$ cat src/rtl/ethernet_frame_tx.sv
// Ethernet II frame transmitter: preamble/SFD, header, payload with zero padding,
// CRC-32 FCS and inter-frame gap, serialised LSB-first as N-bit symbols.
module ethernet_frame_tx #(
  parameter int unsigned N           = 2,
  parameter int unsigned MIN_PAYLOAD = 46,
  parameter int unsigned MAX_PAYLOAD = 1500,
  parameter int unsigned IFG_BYTES   = 12
) (
  input  logic         clk,
  input  logic         rst,
  input  logic [7:0]   axiid,
  input  logic         axiiv,
  input  logic         axiil,
  output logic         axiir,
  input  logic [47:0]  my_mac,
  input  logic [47:0]  dest_mac,
  input  logic [15:0]  etype,
  output logic         axiov,
  output logic [N-1:0] axiod,
  output logic         busy,
  output logic         underrun
);

  localparam int unsigned Spb    = 8 / N;
  localparam int unsigned SymW   = $clog2(Spb);
  localparam int unsigned CntW   = $clog2(MAX_PAYLOAD + 1);
  localparam int unsigned IfgCyc = IFG_BYTES * Spb;
  localparam int unsigned IfgW   = $clog2(IfgCyc + 1);
  localparam logic [SymW-1:0] SymLast = SymW'(Spb - 1);
  localparam logic [7:0] PreByte = 8'h55;
  localparam logic [7:0] SfdByte = 8'hD5;

  typedef enum logic [2:0] {
    StIdle, StPreamble, StSfd, StHeader, StPayload, StPad, StFcs, StIfg
  } state_e;

  state_e          state_q, state_d;
  logic [SymW-1:0] sym_q, sym_d, next_sym;
  logic [3:0]      idx_q, idx_d;
  logic [CntW-1:0] cnt_q, cnt_d;
  logic            done_q, done_d;
  logic [7:0]      cur_q, cur_d, nb;
  logic [31:0]     crc_q, crc_d;
  logic [111:0]    hdr_q, hdr_d;
  logic [IfgW-1:0] ifg_q, ifg_d;
  logic            busy_q, busy_d, axiov_q, axiov_d, axiir_q, axiir_d;
  logic            underrun_q, underrun_d;
  logic [N-1:0]    axiod_q, axiod_d;
  logic            load, upd, accept, end_pl;

  function automatic logic [31:0] crc_byte(input logic [31:0] crc, input logic [7:0] b);
    logic [31:0] c;
    c = crc ^ {24'h0, b};
    for (int i = 0; i < 8; i++) c = c[0] ? ((c >> 1) ^ 32'hEDB88320) : (c >> 1);
    return c;
  endfunction

  always_comb begin
    state_d    = state_q;
    sym_d      = sym_q;
    idx_d      = idx_q;
    cnt_d      = cnt_q;
    done_d     = done_q;
    cur_d      = cur_q;
    crc_d      = crc_q;
    hdr_d      = hdr_q;
    ifg_d      = ifg_q;
    busy_d     = busy_q;
    axiov_d    = axiov_q;
    axiod_d    = axiod_q;
    underrun_d = 1'b0;
    load       = 1'b0;
    upd        = 1'b0;
    accept     = 1'b0;
    end_pl     = 1'b0;
    nb         = 8'h00;
    next_sym   = sym_q + 1'b1;

    unique case (state_q)
      StIdle: begin
        if (axiiv) begin
          state_d = StPreamble;
          idx_d   = 4'd0;
          cnt_d   = '0;
          done_d  = 1'b0;
          crc_d   = '1;
          hdr_d   = {dest_mac, my_mac, etype};
          busy_d  = 1'b1;
          axiov_d = 1'b1;
          cur_d   = PreByte;
          sym_d   = '0;
          axiod_d = PreByte[N-1:0];
        end
      end
      StIfg: begin
        if (ifg_q == IfgW'(IfgCyc - 1)) begin
          state_d = StIdle;
          busy_d  = 1'b0;
        end else begin
          ifg_d = ifg_q + 1'b1;
        end
      end
      default: begin
        if (sym_q != SymLast) begin
          sym_d   = next_sym;
          axiod_d = cur_q[next_sym*N +: N];
        end else begin
          load = 1'b1;
          case (state_q)
            StPreamble: begin
              if (idx_q == 4'd6) begin
                state_d = StSfd;
                nb      = SfdByte;
              end else begin
                idx_d = idx_q + 4'd1;
                nb    = PreByte;
              end
            end
            StSfd: begin
              state_d = StHeader;
              idx_d   = 4'd0;
              nb      = hdr_q[111:104];
              hdr_d   = hdr_q << 8;
              upd     = 1'b1;
            end
            StHeader: begin
              if (idx_q != 4'd13) begin
                idx_d = idx_q + 4'd1;
                nb    = hdr_q[111:104];
                hdr_d = hdr_q << 8;
                upd   = 1'b1;
              end else if (axiiv) begin
                accept = 1'b1;
              end else begin
                underrun_d = 1'b1;
                end_pl     = 1'b1;
              end
            end
            StPayload: begin
              if (done_q) begin
                end_pl = 1'b1;
              end else if (axiiv) begin
                accept = 1'b1;
              end else begin
                underrun_d = 1'b1;
                end_pl     = 1'b1;
              end
            end
            StPad: end_pl = 1'b1;
            StFcs: begin
              if (idx_q == 4'd3) begin
                state_d = StIfg;
                ifg_d   = '0;
                load    = 1'b0;
                axiov_d = 1'b0;
                axiod_d = '0;
              end else begin
                idx_d = idx_q + 4'd1;
                nb    = ~crc_q[7:0];
                crc_d = crc_q >> 8;
              end
            end
            default: ;
          endcase

          if (accept) begin
            state_d = StPayload;
            nb      = axiid;
            upd     = 1'b1;
            cnt_d   = cnt_q + 1'b1;
            done_d  = axiil || (32'(cnt_q) + 32'd1 >= MAX_PAYLOAD);
          end
          // Pad bytes are counted in cnt so padding stops at MIN_PAYLOAD total.
          if (end_pl) begin
            if (32'(cnt_q) < MIN_PAYLOAD) begin
              state_d = StPad;
              nb      = 8'h00;
              upd     = 1'b1;
              cnt_d   = cnt_q + 1'b1;
            end else begin
              state_d = StFcs;
              idx_d   = 4'd0;
              nb      = ~crc_q[7:0];
              crc_d   = crc_q >> 8;
            end
          end
          if (load) begin
            cur_d   = nb;
            sym_d   = '0;
            axiod_d = nb[N-1:0];
            if (upd) crc_d = crc_byte(crc_q, nb);
          end
        end
      end
    endcase

    axiir_d = (sym_d == SymLast) &&
              ((state_d == StHeader && idx_d == 4'd13) || (state_d == StPayload && !done_d));
  end

  always_ff @(posedge clk) begin
    if (rst) begin
      state_q    <= StIdle;
      sym_q      <= '0;
      idx_q      <= '0;
      cnt_q      <= '0;
      done_q     <= 1'b0;
      cur_q      <= '0;
      crc_q      <= '1;
      hdr_q      <= '0;
      ifg_q      <= '0;
      busy_q     <= 1'b0;
      axiov_q    <= 1'b0;
      axiod_q    <= '0;
      axiir_q    <= 1'b0;
      underrun_q <= 1'b0;
    end else begin
      state_q    <= state_d;
      sym_q      <= sym_d;
      idx_q      <= idx_d;
      cnt_q      <= cnt_d;
      done_q     <= done_d;
      cur_q      <= cur_d;
      crc_q      <= crc_d;
      hdr_q      <= hdr_d;
      ifg_q      <= ifg_d;
      busy_q     <= busy_d;
      axiov_q    <= axiov_d;
      axiod_q    <= axiod_d;
      axiir_q    <= axiir_d;
      underrun_q <= underrun_d;
    end
  end

  assign axiov    = axiov_q;
  assign axiod    = axiod_q;
  assign axiir    = axiir_q;
  assign busy     = busy_q;
  assign underrun = underrun_q;

endmodule

$ cat config.mk
export PLATFORM = sky130hd
export DESIGN_NAME = ethernet_frame_tx
export DESIGN_NICKNAME = d
export VERILOG_FILES = /design/src/rtl/ethernet_frame_tx.sv
export SDC_FILE = /design/constraint.sdc
export NUM_CORES = 1
export LEC_CHECK = 0
export CORE_MARGIN = 1
export CORE_UTILIZATION = 60
export CTS_CLUSTER_DIAMETER = 120
export DETAILED_ROUTE_END_ITERATION = 8
export HOLD_SLACK_MARGIN = 0.12
export PLACE_DENSITY = 0.91
export SLEW_MARGIN = 0
export SYNTH_ARGS = -nofsm -noshare
export SYNTH_HDL_FRONTEND = slang
export SYNTH_SLANG_ARGS = --single-unit
$ cat constraint.sdc
create_clock -name clk -period 6 [get_ports clk]
set_input_delay 0.6 -clock clk [delete_from_list [all_inputs] [get_ports clk]]
set_output_delay 0.6 -clock clk [all_outputs]
set_load 0.03 [all_outputs]
==> impl_metrics.ini, run 1 <==
[sta]
fmax_ghz = 0.238
finalSetupTns_ns = 0
post-route-period-util_pct = 69.9
worst_slew_pin_slew_ns = 1.25
hold_viol = 0
clock_skew_ns = 0.0113
grt_setup_unrepaired = no
final_max_slew_viol_count = 0
period_minus_slack_ns = 4.19
max_slew_margin_pct = 16.5
setup_violations = 0

[die]
core_mm2 = 0.0154
num_rows = 45
die_height_um = 129
dieArea_mm2 = 0.0165
io_pins = 130
die_w_um = 129
start_util_pct = 62.3

[logic_synthesis]
synthesis.nets = 1381
syn_inst = 1251
synth_area_leaders = dfxtp_1 39%, nand2_1 10%, a311oi_1 9.6%, nor2_1 7.8%, clkbuf_1 3.6%
yosys_warnings = 0
synth_top_area_cell = dfxtp_1
synth_top_flop_cell = dfxtp_1
synth_top_area_share_pct = 38.5
synth-seq-cells = 185
syn_area_mm2 = 0.00961
synthDistinctLibCells = 74
ys_seq_area_share_pct = 38.5
synth_edf_count = 0
synth.avg_cell_area_um2 = 7.68
ys_async_sr_fraction_pct = 0

[power]
switching_share_pct = 29.8
ir_drop_mv = 0.215
pwr-share-clk_pct = 35.2
power_w = 0.00320
powerDensity_mw_per_mm2 = 278
p_seq_share_pct = 44.5
p_switching_w = 0.000955
intPower_w = 0.00225
leakage_nw = 4.26
power_frac_comb_pct = 20.3

[worst_setup_path]
reg2reg_slack_ns = 1.87
crit_path_top_delay_cell = clkdlybuf4s50_1
r2r_end = crc_q[15]
crit_path_start_kind = input port
path_class = input port to flip-flop
path_cells = clkdlybuf4s50_1 > inv_1 > o32ai_2 > and2_1 > o22ai_2 > mux2i_2 > xor3_1 > a2111o_1 > a21oi_1 > a21oi_1 > or2_1
required_ns = 6.32
reg2reg_depth = 11
critPathCaptureType = flip-flop
worstReg2RegStart = idx_q[0]
cp_max_fo = 11
crit_path_max_incr_delay_ns = 0.78
critPathMostFrequentCell = a21oi_1
crit_arrival_ns = 4.52

[clocking]
h-tree-depth = 4
cts_tree = yes
numCtsBuffers = 17
cts-root-buf = clkbuf_16
clockBufferDepth = 2
hold_buffers = 0
post_cts_buffers = 0
clkSinkCount = 185
path_clk_slew_ns = 0.07
cts_resized = 0
insertion_delay_ns = 0.44

[layout]
syn2layout_area_growth_pct = 19.9
final_common_cell = nand2_1
num-nets-final = 1443
fin_area_mm2 = 0.0115
n_antenna_cell = 0
final_cell_mix = 263 x nand2_1, 200 x nor2_1, 185 x dfxtp_1
drive_gt1_share_pct = 4.98

[route]
wirelength_mm = 26.6
drtIter0Drc = 778
drcViolationCount = 0
postRouteAntennaNets = 0
firstDrtPassIters = 5
viasPerCell = 6.20
num_vias = 9529
wl_per_cell_um = 17.3

[place]
place_hpwl_mm = 17.9
routabilityCongestion = 0.962
io_buffers = 129
placed_cell_area_mm2 = 0.0109

[worst_hold_path]
hold_end = hdr_q[4]
min_path_type = flip-flop to flip-flop
worstHoldPathCells = 2
hp-start = hdr_q[4]

[global_route]
grt_start_max_net_pins = 111
antenna_found_initial = 0
grt_pass1_vias = 8766
grt_first_pass_wirelength_mm = 43.3
gr-total-overflow = 0
track_usage_pct = 33.1

[status]
status = finished, final reports clean

[run]
drv_cap = 0
==> sequential cells by signal, summed over array words and instances (netlist names), 2 cells and up <==
name and flops:
axiod 2, cnt_q 11, crc_q 32, cur_q 8
hdr_q 112, idx_q 4, ifg_q 6, state_q 3
sym_q 2
==> critical path, delay by kind of cell <==
family	cells	cell delay (ns)
AND/OR/NAND/NOR	2	0.67
XOR/XNOR	1	0.54
multiplexers	1	0.51
AO/OA/AOI/OAI	5	1.28
buffers and inverters	2	0.91
==> power by group through the flow <==
stage	clock, W	sequential (W)	combinational (W)
after global placement	0	0.00145	0.000625
after floorplan	0	0.00142	0.000449
after detailed placement	0	0.00145	0.000639
final	0.00113	0.00142	0.000652
after CTS	0.00113	0.00142	0.000645
after global routing	0.00119	0.00144	0.000714
==> through the flow <==
step                      std cells  hold WS [ns]  setup slack, ns  util [%]
final                          1537         0.455             1.81      74.7
after CTS                      1537         0.455             1.91      74.7
after floorplan                1251         0.432             2.20         -
after global routing           1537         0.471             1.58      74.7
after global placement         1505         0.441             1.51      70.9
after detailed placement       1505         0.444             1.48      70.9
==> cell usage after synthesis (14+ instances only) <==
master and number:
a311oi_1 105, dfxtp_1 185, a21oi_1 55, nand2_1 263
xnor2_1 28, nand2b_1 14, inv_1 19, o21ai_0 36
xor2_1 18, clkbuf_1 92, nand3_1 17, nor3_1 22
nor2_1 200
==> layout make-up <==
| type | instances | area [um2] |
|---|---|---|
| well taps | 211 | 264 |
| repair buffers | 143 | 1420 |
| multi-input cells | 947 | 5480 |
| flip-flops and latches | 185 | 3700 |
| inverters | 19 | 71.3 |
| clock buffers | 22 | 484 |
| fillers | 1202 | 3900 |
| clock inverters | 10 | 106 |
==> worst max path at each step <==
stage	to	startpoint	cells past startpoint	slack, ns
floorplan	crc_q[15]	idx_q[0]	12	2.20
global placement	crc_q[15]	axiiv	11	1.51
detailed placement	crc_q[15]	axiiv	11	1.48
CTS	crc_q[15]	axiiv	11	1.91
global route	crc_q[15]	axiiv	11	1.58
finish	crc_q[15]	axiiv	11	1.81
==> routing by layer <==
| metal | part of all wire [%] | track usage, % |
|---|---|---|
| met1 | 42 | 42.7 |
| met2 | 46 | 53.3 |
| met3 | 8.7 | 8.32 |
| met4 | 2.4 | 12.7 |
| met5 | 0 | 0 |
==> logic make-up after synthesis <==
group                    share of synthesized area [%]
AO/OA/AOI/OAI                                     23.0
XOR/XNOR                                          6.09
adder cells (fa/ha/maj)                          0.781
buffers and inverters                             4.74
flip-flops                                        38.5
multiplexers                                      1.89
AND/OR/NAND/NOR                                   25.0
Power figures use the tool's default switching activity.
==> run 2: changes to the inputs <==
- CORE_UTILIZATION: 60 -> 50
- PLACE_DENSITY: 0.91 -> 0.82
- clock period: 6 -> 3.72 ns (I/O delays scaled with it)
==> impl_metrics.ini, run 2 (synthesized netlist as in run 1, its figures left out) <==
[worst_hold_path]
hp-start = cur_q[1]
min_path_type = flip-flop to flip-flop

[layout]
final_common_cell = nand2_1
syn2layout_area_growth_pct = 23.3
largest_reg_flops = 112
n_antenna_cell = 0
largestRegisters = hdr_q (112), crc_q (32), cnt_q (11)
final_cell_mix = 263 x nand2_1, 200 x nor2_1, 185 x dfxtp_1
utilization_pct = 63.2
drive_gt1_share_pct = 7.62
largest-register = hdr_q
num-nets-final = 1482

[clocking]
numCtsBuffers = 17
path_clk_slew_ns = 0.07
clkSinkCount = 185
clockBufferDepth = 2
cts_tree = yes
insertion_delay_ns = 0.44
cts-root-buf = clkbuf_16
hold_buffers = 0
cts_resized = 0
h-tree-depth = 4
post_cts_buffers = 0

[sta]
whs_ns = 0.454
max_slew_margin_pct = 30.7
grt_setup_unrepaired = no
post-route-period-util_pct = 93.6
fmax_ghz = 0.287
worst_slew_pin_slew_ns = 1.04
setup_violations = 0
finalSetupTns_ns = 0
hold_viol = 0
clock_skew_ns = 0.0171
final_max_slew_viol_count = 0
period_minus_slack_ns = 3.48

[global_route]
track_usage_pct = 28.3
grt_pass1_vias = 8718
grt_start_max_net_pins = 105
grt_first_pass_wirelength_mm = 44.5
antenna_found_initial = 0
gr-total-overflow = 0

[power]
leakage_nw = 4.46
ir_drop_mv = 0.314
intPower_w = 0.00356
power_frac_comb_pct = 21.5
powerDensity_mw_per_mm2 = 436
p_seq_share_pct = 44.4
p_switching_w = 0.00161
power_w = 0.00516
switching_share_pct = 31.1
pwr-share-clk_pct = 34.2

[die]
start_util_pct = 51.2
die_height_um = 141
die_w_um = 141
io_pins = 130
num_rows = 50
core_mm2 = 0.0188
dieArea_mm2 = 0.0198

[worst_setup_path]
required_ns = 4.09
critPathCaptureType = flip-flop
reg2reg_slack_ns = 0.24
cp_max_fo = 7
critical_path.startpoint = idx_q[1]
crit_path_start_kind = flip-flop
path_class = flip-flop to flip-flop
worstReg2RegStart = idx_q[1]
crit_arrival_ns = 3.85

[place]
io_buffers = 129
place_hpwl_mm = 19.3
routabilityCongestion = 0.984

[route]
num_vias = 9515
drcViolationCount = 0
postRouteAntennaNets = 0
firstDrtPassIters = 5
wl_per_cell_um = 17.4
drtIter0Drc = 778
viasPerCell = 5.95
wirelength_mm = 27.8

[status]
status = finished, final reports clean

[run]
drv_cap = 0
-- run 2: cell types whose count changed in the layout (fill, tap and decap cells not counted), sizes merged --
cell	change
buf	+39
bufinv	-1
clkbuf	-3
clkinv	+4
clkinvlp	-2
inv	+2
-- run 2: layout make-up --
cell class                      instances  area, um2
Fill cell                            1642       6910
Multi-Input combinational cell        947       5480
Sequential cell                       185       3700
Timing Repair Buffer                  182       1740
Clock buffer                           19        443
Tap cell                              234        293
Clock inverter                         13        129
Inverter                               19       71.3
-- run 2: final timing paths --
path | end | cells after the start
min | cur_q[1] | 2
max reg2reg | crc_q[19] | 14
min reg2reg | cur_q[1] | 2
max | crc_q[19] | 14
-- run 2: stage by stage --
step                      cells  area, um2  setup WS (ns)
after floorplan            1251       9620         0.0211
after global placement     1567      11300          0.280
after detailed placement   1567      11300          0.257
after CTS                  1599      11900          0.248
after global routing       1599      11900         0.0269
final                      1599      11900          0.237
-- run 2: worst max-delay path, cell delays in order (launching register included) --
cell and delay [ns]:
dfxtp_1 0.44, inv_1 0.07, ha_1 0.23, and4_1 0.24
a22o_1 0.27, and2_1 0.23, buf_4 0.18, a22oi_1 0.28
mux2i_2 0.30, buf_4 0.20, xnor2_2 0.14, xor3_1 0.40
xnor2_1 0.19, o22ai_1 0.09, a21oi_1 0.15
-- run 2: routing by layer --
metal,wire (um),GRT usage [%],up-vias,part of all wire [%]
li1,-,-,4636,-
met1,12200,37.4,4427,44
met2,12600,44.0,393,45
met3,2110,6.96,59,7.6
met4,860,11.7,0,3.1
met5,0,0,-,0
-- run 2: power by group through the flow --
stage / Combinational (W) / Sequential [W] / Clock (W)
6_report: 0.00111 / 0.00229 / 0.00176
5_1_grt: 0.00121 / 0.00231 / 0.00187
4_1_cts: 0.00110 / 0.00229 / 0.00179
3_5_place_dp: 0.00109 / 0.00233 / 0
3_3_place_gp: 0.00108 / 0.00233 / 0
2_1_floorplan: 0.000725 / 0.00230 / 0
